===== src/rtl/locked_adder_pkg.sv =====
// Shared definitions for the key-locked pipelined adder/subtractor:
// key-loader FSM states, the default key-gate type pattern and the
// key-gate to sum-bit mapping.
package locked_adder_pkg;

  // Upper bound on the key length that the default-pattern helper can build.
  localparam int MAX_KEY_BITS = 1024;

  // Key-loader FSM states.
  typedef enum logic {
    LOAD  = 1'b0,
    ARMED = 1'b1
  } key_state_e;

  // Default gate-type pattern: repeated 2'b10, so odd key bits are AND-type
  // and even key bits are OR-type. Callers keep the low key_bits bits.
  function automatic logic [MAX_KEY_BITS-1:0] key_type_default(input int key_bits);
    logic [MAX_KEY_BITS-1:0] pattern;
    pattern = '0;
    for (int i = 1; i < key_bits && i < MAX_KEY_BITS; i += 2) begin
      pattern[i] = 1'b1;
    end
    return pattern;
  endfunction

  // Sum bit corrupted by key gate i when the result is width+1 bits wide.
  function automatic int tgt(input int i, input int width);
    return i % (width + 1);
  endfunction

endpackage


===== src/rtl/locked_pipelined_addsub_key_loader.sv =====
// Serial key loader: shifts the key in LSB first, counts loaded bits and
// freezes the key once all KEY_BITS bits have arrived.
module key_loader
  import locked_adder_pkg::*;
#(
  parameter int KEY_BITS = 64
) (
  input  logic                clk,
  input  logic                rst_n,
  input  logic                key_sin,
  input  logic                key_shift_en,
  input  logic                key_clear,
  output logic [KEY_BITS-1:0] key_reg,
  output logic                key_armed
);

  localparam int CNT_W = $clog2(KEY_BITS);

  key_state_e       state;
  logic [CNT_W-1:0] cnt;

  // Shift register, bit counter and LOAD/ARMED state; clear beats a shift.
  always_ff @(posedge clk or negedge rst_n) begin
    // NOTE: every register here is assigned with <= so all of them update
    // from the values held before the edge, whatever the statement order.
    if (!rst_n) begin
      state   <= LOAD;
      key_reg <= '0;
      cnt     <= '0;
    end else if (key_clear) begin
      state   <= LOAD;
      key_reg <= '0;
      cnt     <= '0;
    end else if (state == LOAD && key_shift_en) begin
      key_reg <= {key_sin, key_reg[KEY_BITS-1:1]};
      cnt     <= cnt + CNT_W'(1);
      if (cnt == CNT_W'(KEY_BITS - 1)) begin
        state <= ARMED;
      end
    end
  end

  assign key_armed = (state == ARMED);

endmodule


===== src/rtl/locked_pipelined_addsub.sv =====
// Key-locked adder/subtractor with a STAGES-deep valid/ready pipeline.
// Operands are accepted only once the key is armed; the key gates are applied
// as the result enters the last register stage.
module locked_pipelined_addsub
  import locked_adder_pkg::*;
#(
  parameter int                  WIDTH    = 32,
  parameter int                  KEY_BITS = 64,
  parameter logic [KEY_BITS-1:0] KEY_TYPE = KEY_BITS'(key_type_default(KEY_BITS)),
  parameter int                  STAGES   = 2
) (
  input  logic             clk,
  input  logic             rst_n,
  input  logic             key_sin,
  input  logic             key_shift_en,
  input  logic             key_clear,
  output logic             key_armed,
  input  logic             in_valid,
  output logic             in_ready,
  input  logic             op_sub,
  input  logic [WIDTH-1:0] add1_i,
  input  logic [WIDTH-1:0] add2_i,
  output logic             out_valid,
  input  logic             out_ready,
  output logic [WIDTH:0]   result_o
);

  localparam int RW    = WIDTH + 1;
  localparam int IDX_W = $clog2(RW);

  logic [KEY_BITS-1:0] key_reg;
  logic [RW-1:0]       raw;
  logic [RW-1:0]       or_mask;
  logic [RW-1:0]       zero_mask;
  logic                accept;

  logic [STAGES-1:0]   vld;
  logic [RW-1:0]       dat   [STAGES];
  logic [RW-1:0]       nxt   [STAGES];
  logic                nxt_v [STAGES];
  logic                adv   [STAGES];

  key_loader #(
    .KEY_BITS (KEY_BITS)
  ) u_key_loader (
    .clk          (clk),
    .rst_n        (rst_n),
    .key_sin      (key_sin),
    .key_shift_en (key_shift_en),
    .key_clear    (key_clear),
    .key_reg      (key_reg),
    .key_armed    (key_armed)
  );

  // Unlocked arithmetic; for subtraction bit WIDTH is the no-borrow carry.
  always_comb begin
    if (op_sub) begin
      raw = {1'b0, add1_i} + {1'b0, ~add2_i} + RW'(1);
    end else begin
      raw = {1'b0, add1_i} + {1'b0, add2_i};
    end
  end

  // Build force-to-1 (wrong OR-type) and force-to-0 (wrong AND-type) masks.
  always_comb begin
    // NOTE: both masks get a full default before the loop, so no bit is left
    // unassigned on any path and no latch is inferred.
    or_mask   = '0;
    zero_mask = '0;
    for (int i = 0; i < KEY_BITS; i++) begin
      if (!KEY_TYPE[i] && key_reg[i]) begin
        or_mask[IDX_W'(tgt(i, WIDTH))] = 1'b1;
      end
      if (KEY_TYPE[i] && !key_reg[i]) begin
        zero_mask[IDX_W'(tgt(i, WIDTH))] = 1'b1;
      end
    end
  end

  assign accept   = in_valid & in_ready;
  assign in_ready = key_armed & adv[0] & ~key_clear;

  // Per-stage inputs and advance conditions; the last stage applies the gates.
  for (genvar k = 0; k < STAGES; k++) begin : g_stage
    logic [RW-1:0] pre;

    if (k == 0) begin : g_first
      assign pre      = raw;
      assign nxt_v[k] = accept;
    end else begin : g_inner
      assign pre      = dat[k-1];
      assign nxt_v[k] = vld[k-1];
    end

    if (k == STAGES - 1) begin : g_last
      // OR forcing first, then AND forcing, so a forced 0 wins a conflict.
      assign nxt[k] = (pre | or_mask) & ~zero_mask;
      assign adv[k] = ~vld[k] | out_ready;
    end else begin : g_pass
      assign nxt[k] = pre;
      assign adv[k] = ~vld[k] | adv[k+1];
    end
  end

  // Pipeline registers: a stage loads when it advances; clear drops all valids.
  always_ff @(posedge clk or negedge rst_n) begin
    // NOTE: the data registers are reset as well as the valids, so result_o
    // reads 0 out of reset instead of an unknown value.
    if (!rst_n) begin
      vld <= '0;
      for (int k = 0; k < STAGES; k++) begin
        dat[k] <= '0;
      end
    end else begin
      for (int k = 0; k < STAGES; k++) begin
        if (adv[k]) begin
          dat[k] <= nxt[k];
        end
        if (key_clear) begin
          vld[k] <= 1'b0;
        end else if (adv[k]) begin
          vld[k] <= nxt_v[k];
        end
      end
    end
  end

  assign out_valid = vld[STAGES-1];
  assign result_o  = dat[STAGES-1];

endmodule


===== config.mk =====
export PLATFORM = sky130hd
export DESIGN_NAME = locked_pipelined_addsub
export DESIGN_NICKNAME = d
export VERILOG_FILES = /design/src/rtl/locked_adder_pkg.sv /design/src/rtl/locked_pipelined_addsub_key_loader.sv /design/src/rtl/locked_pipelined_addsub.sv
export SDC_FILE = /design/constraint.sdc
export NUM_CORES = 1
export LEC_CHECK = 0
export ABC_AREA = 1
export CAP_MARGIN = 20
export CORE_ASPECT_RATIO = 1.1
export CORE_UTILIZATION = 25
export CTS_CLUSTER_SIZE = 14
export DETAILED_ROUTE_END_ITERATION = 12
export PLACE_DENSITY = 0.38
export REMOVE_ABC_BUFFERS = 1
export SLEW_MARGIN = 10
export SYNTH_ARGS = -nofsm -noshare
export SYNTH_HDL_FRONTEND = slang
export SYNTH_SLANG_ARGS = --single-unit

===== constraint.sdc =====
create_clock -name clk -period 2.1 [get_ports clk]
set_clock_uncertainty 0.1 [all_clocks]
set_input_delay 0.42 -clock clk [delete_from_list [all_inputs] [get_ports clk]]
set_output_delay 0.42 -clock clk [all_outputs]
set_load 0.01 [all_outputs]

[Word level (Yosys, flattened, before mapping)]
Index checks and enable logic that the tools add are counted.
Storage, ports and cells
  bits in registers: 139
  bits of input ports: 72
  output and inout bits: 36
  word-level logic and storage cells: 106
Operators by class
  $add $sub $neg: 4
  eq/ne operators: 1
  muxes and demuxes: 75
  bitwise logic cells: 13
  reduce and logical (&&, ||, !) cells: 6
Operators by type and width (number)
  two-way mux 64 bit: 2
  two-way mux 1 bit: 70
  adder 32 x 32 -> 33 bit: 2
  adder 33 x 1 -> 33 bit, second input constant: 1
  bitwise AND 33 bit: 1
  two-way mux 33 bit: 1
  NOT 32 -> 33 bit: 1
  bitwise OR 33 x 31 -> 33 bit: 1
  NOT 32 bit: 1
  two-way mux 6 bit: 2
  nonzero test 2 bit: 4
  adder 6 x 1 -> 6 bit, second input constant: 1
  equality test 6 bit, second input constant: 1
  NOT 1 bit: 4
  bitwise AND 1 bit: 3
  bitwise OR 1 bit: 2
  AND reduction 2 bit: 1
  logical AND 1 bit: 1

[Logic depth before layout (Yosys ltp)]
  depth in word-level cells: 8
  gate-level depth with buffers: 18

[By module]
From an unflattened synthesis, not the netlist that was laid out.
Second synthesis, totals
  cell total of the unflattened synthesis: 1670
  area total of the unflattened synthesis: 10537.6 um^2
Modules (own cells, without submodules)
  locked_pipelined_addsub: times used 1, cells each 1370, area an instance 7683.6 um^2, seq. area each 1701.6 um^2
  key_loader: times used 1, cells each 300, area an instance 2854.0 um^2, seq. area each 1776.7 um^2

[Worst setup path after synthesis]
No wires, ideal clock.
  path kind: input-to-reg
  from: input add1_i[0]
  to: register dat, in the netlist g_stage[1].pre[28]
  arrival: 1.851 ns
  data required time: 1.882 ns
  setup slack: 0.031 ns
  stages on the path: 15
  path buffers: 0
  cell sequence: inv_1 -> ha_1 -> fa_1 -> inv_1 -> nand2_1 -> nand2_1 -> nand3_1 -> nand2_1 -> nand3_1 -> nand2_1 -> nand2_1 -> nand3_1 -> nand2_1 -> nand3_1 -> nand2_1
On the way
  longest elaborated chain between the ends: 3
Ends and longest elaborated chain
  from (decl): RTL line locked_pipelined_addsub.sv:21  | input logic [WIDTH-1:0] add1_i,
  adder 32 x 32 -> 33 bit: RTL line locked_pipelined_addsub.sv:58  | raw = {1'b0, add1_i} + {1'b0, ~add2_i} + RW'(1);
  adder 33 x 1 -> 33 bit: RTL line locked_pipelined_addsub.sv:58
  two-way mux 33 bit (*): RTL line locked_pipelined_addsub.sv:57  | if (op_sub) begin
  to (signal, indexed assignment): RTL line locked_pipelined_addsub.sv:117  | dat[k] <= nxt[k];
  to (decl): RTL line locked_pipelined_addsub.sv:38  | logic [RW-1:0] dat [STAGES];
Every way passes the cells marked *; elsewhere a longest branch is shown, timed or not.
A chain may end at the register's enable or synchronous reset.

[Worst setup path in the final report]
  from: input add2_i[29]
  to: register dat, in the netlist g_stage[1].pre[30]
On the way
  longest elaborated chain between the ends: 4
Ends and longest elaborated chain
  from (decl): RTL line locked_pipelined_addsub.sv:22  | input logic [WIDTH-1:0] add2_i,
  NOT 32 bit: RTL line locked_pipelined_addsub.sv:58
  adder 32 x 32 -> 33 bit: RTL line locked_pipelined_addsub.sv:58
  adder 33 x 1 -> 33 bit: RTL line locked_pipelined_addsub.sv:58
  two-way mux 33 bit (*): RTL line locked_pipelined_addsub.sv:57
Marked as above.

==> results.toml <==
[run_status]
status = "finished, final reports clean"

[global_routing]
grt_max_degree = 66
antenna_found_initial = 0
grt_pass1_wl_um = 61700
grt_pass1_vias = 11300
grt-ovfl-total = 0
grtUsageTotal = 0.188

[worst_setup_path]
critPathMostFrequentCell = "nand2_1"
r2r_end = "g_stage[1].pre[2]$_DFFE_PN0P_"
rr_startpoint = "vld[1]$_DFFE_PN0P_"
slowest_stage = "clkdlybuf4s50_1"
slowest_delay_ns = 0.50
cp-start-kind = "primary input"
cp.required_ns = 2.32
rr_worst_depth = 12
endpoint = "g_stage[1].pre[30]$_DFFE_PN0P_"
cp-end-kind = "flop"
critical-path-top-delay-family = "buffers and inverters"
rrSetupSlack_ns = 0.19
cp_max_fo = 7
worstSetupPathDepth = 14
crit_start = "add2_i[29]"
crit_buf_inv = 4
cp_cell_sequence = "clkdlybuf4s50_1 -> inv_2 -> ha_4 -> inv_1 -> nand2_2 -> nor2_2 -> and2_4 -> buf_4 -> a21oi_2 -> nand2_1 -> nand3_1 -> nand2_1 -> nand3_2 -> nand2_1"
cp_data_arrival_time_ns = 2.23
worstSetupPathType = "primary input to flop"

[drt]
via_per_inst = 4.32
drtPass1Iterations = 5
vias = 11100
drc = 0
routedWlPerCell_um = 15.2
drt_iter0_drc = 538
drtAntennaViolNets = 0
drt-total-wl_um = 38800

[clocking]
worstSkewPairLatency_ns = 0.43
cts_tree = "yes"
cts_made_buffers = 17
cts_root_buf = "clkbuf_16"
cts_buffer_depth = 2
htree_levels = 4
path_clk_slew_ns = 0.06
cts.sinks = 139

[synthesis]
ys_seq_area_frac = 0.330
syn_avg_cell_area_sq_um = 6.26
ys.flop_type = "dfrtp_1"
syn-cell-area_sq_um = 10500
yosysWarnings = 0
synth_edf_count = 0
synth-seq-cells = 139
synthCells = 1685
synth_cell_type_count = 32
synth-async-reset-ratio = 1.00

[layout]
regArea_sq_um = 3480
multi_input_area_sq_um = 7050
n_antenna_cell = 0
largest_reg_flops = 64
final_area_sq_um = 15900
final_layout_size_suffix_gt1_frac = 0.285
fin_cells = 2561
fillers = 4570
area_delta_synth_final_pct = 50.3
nets = 2127

[power]
seqPwrFrac = 0.336
p_leak_nw = 8.45
internal_power_mw = 5.84
power_density_nw_per_um2 = 548
swShare = 0.328
power_mw = 8.68
pwr-share-clk = 0.346
switchingPower_mw = 2.85
p_comb_frac = 0.318
ir_drop_mv = 0.616

[floorplanning]
die_x_um = 198
die_h_um = 217
core-area_sq_um = 41400
num_rows = 78
initial_core_util = 0.255
dieArea_sq_um = 43000
ios = 108

[hold_path]
hold_start = "add2_i[0]"
hold_path_class = "primary input to flop"

[sta]
setup_ws_ns = 0.0906
max_slew_margin = 0.627
rsz0062_at_grt = "yes"
hold_viol = 0
fin_tns_setup_ns = 0
finalWorstPathRequiredPeriod_ns = 2.01
fmax_mhz = 498
setup_violations = 0
drv_slew = 0
finalCritPeriodShare = 0.957
tightestPinTransition_ns = 0.560

[placed_design]
portBuffers = 107
post_dp_cell_area_sq_um = 13800
place_ws_ns = -0.827
placedCellCount = 2511
gp_congestion = 0.906
dp_hpwl_um = 31900

[run]
max_cap_violations = 0
## per-stage QoR
step                       util  hold WS (ns)
after floorplan               -        0.0244
after global placement    0.333         0.242
after detailed placement  0.333         0.244
after CTS                 0.372         0.345
after global routing      0.383         0.371
final                     0.383         0.339
## final cells by class
type	instances	area share
Tap cell	560	0.0442
Clock inverter	11	0.00750
Sequential cell	139	0.219
Timing Repair Buffer	338	0.192
Clock buffer	21	0.0297
Inverter	259	0.0620
Multi-Input combinational cell	1233	0.445
## synth_stat cells, types with 2 or more instances
master / number / area, sq um
buf_6: 6 / 67.6
o21ai_0: 95 / 475
o21ai_1: 3 / 15.0
clkbuf_1: 21 / 78.8
a31oi_1: 2 / 12.5
o21bai_1: 11 / 82.6
buf_2: 17 / 85.1
nand3b_1: 2 / 15.0
ha_1: 65 / 813
xor2_1: 5 / 43.8
nor3_2: 3 / 30.0
o211ai_1: 2 / 15.0
a21oi_1: 46 / 230
inv_2: 2 / 7.51
nor2_2: 9 / 56.3
fa_1: 2 / 40.0
inv_1: 256 / 961
nand2_1: 674 / 2530
clkbuf_2: 4 / 20.0
and2_1: 8 / 50.1
dfrtp_1: 139 / 3480
nand3_1: 141 / 706
buf_1: 5 / 18.8
nor3_1: 9 / 45.0
nand4_1: 21 / 131
nor2_1: 131 / 492
## layer usage
layer,up-vias,GRT usage,wire length (um)
met5,-,0,0
met4,0,0.0700,1160
met3,52,0.0206,915
met2,150,0.312,18100
met1,5037,0.249,18700
li1,5823,-,-
## power groups by stage
stage	sequential, mW	combinational, mW	clock, mW
global route	2.93	3.05	3.20
detailed placement	2.97	2.31	0
global placement	2.97	2.31	0
finish	2.92	2.76	3.01
CTS	2.92	2.64	3.11
floorplan	2.90	1.08	0
## cells in the final DEF, fill, tap and decap left out, types with 5 or more instances in the layout
| cell | count |
|---|---|
| a21oi_1 | 31 |
| a21oi_2 | 12 |
| and2_1 | 7 |
| buf_12 | 9 |
| buf_4 | 208 |
| buf_6 | 10 |
| clkbuf_16 | 17 |
| clkdlybuf4s50_1 | 46 |
| clkinv_2 | 5 |
| dfrtp_1 | 139 |
| dlygate4sd2_1 | 15 |
| dlymetal6s2s_1 | 40 |
| ha_1 | 32 |
| ha_4 | 31 |
| inv_1 | 209 |
| inv_2 | 44 |
| nand2_1 | 569 |
| nand2_2 | 102 |
| nand3_1 | 127 |
| nand3_2 | 12 |
| nand4_1 | 21 |
| nor2_1 | 71 |
| nor2_2 | 39 |
| nor2_4 | 31 |
| nor3_1 | 5 |
| o21ai_0 | 88 |
| o21ai_1 | 7 |
| o21bai_1 | 7 |
| xor2_1 | 5 |
## worst reg2reg max path: stages (launching register included)
cell,delay [ns]
dfrtp_1,0.39
inv_2,0.07
nor2_4,0.03
inv_2,0.07
nor2_4,0.04
buf_4,0.12
buf_4,0.12
buf_4,0.12
buf_4,0.12
buf_4,0.12
buf_4,0.25
nand2_1,0.14
o21ai_0,0.08
## cell families (layout without fill, tap and decap cells)
kind of cell	Yosys count	after routing	share of synthesized area
DFF	139	139	0.330
AOI/OAI and AO/OA	161	161	0.0803
xor gates and xnor gates	5	5	0.00415
and+or+nand+nor	1000	1000	0.386
buffers and inverters	313	629	0.119
adders and majority gates	67	67	0.0809
## worst min path at each step
stage / endpoint / slack [ns] / cells after the start
4_1_cts: result_o[4]$_DFFE_PN0P_ / 0.35 / 2
5_1_grt: result_o[4]$_DFFE_PN0P_ / 0.37 / 2
3_5_place_dp: result_o[2]$_DFFE_PN0P_ / 0.24 / 1
6_report: g_stage[1].pre[0]$_DFFE_PN0P_ / 0.34 / 3
2_1_floorplan: g_stage[1].pre[0]$_DFFE_PN0P_ / 0.02 / 0
3_3_place_gp: result_o[2]$_DFFE_PN0P_ / 0.24 / 1
## timing repair
item / CTS / global route
setup endpoints to repair: 30 / 33
endpoints found under the hold margin: 28 / 0
cloned: 0 / 0
buffers inserted: 15 / 4
hold buffers: 1 / 0
pin swaps: 52 / 71
gates resized for setup: 267 / 175
Note: power is estimated with default switching activity, not from simulation.
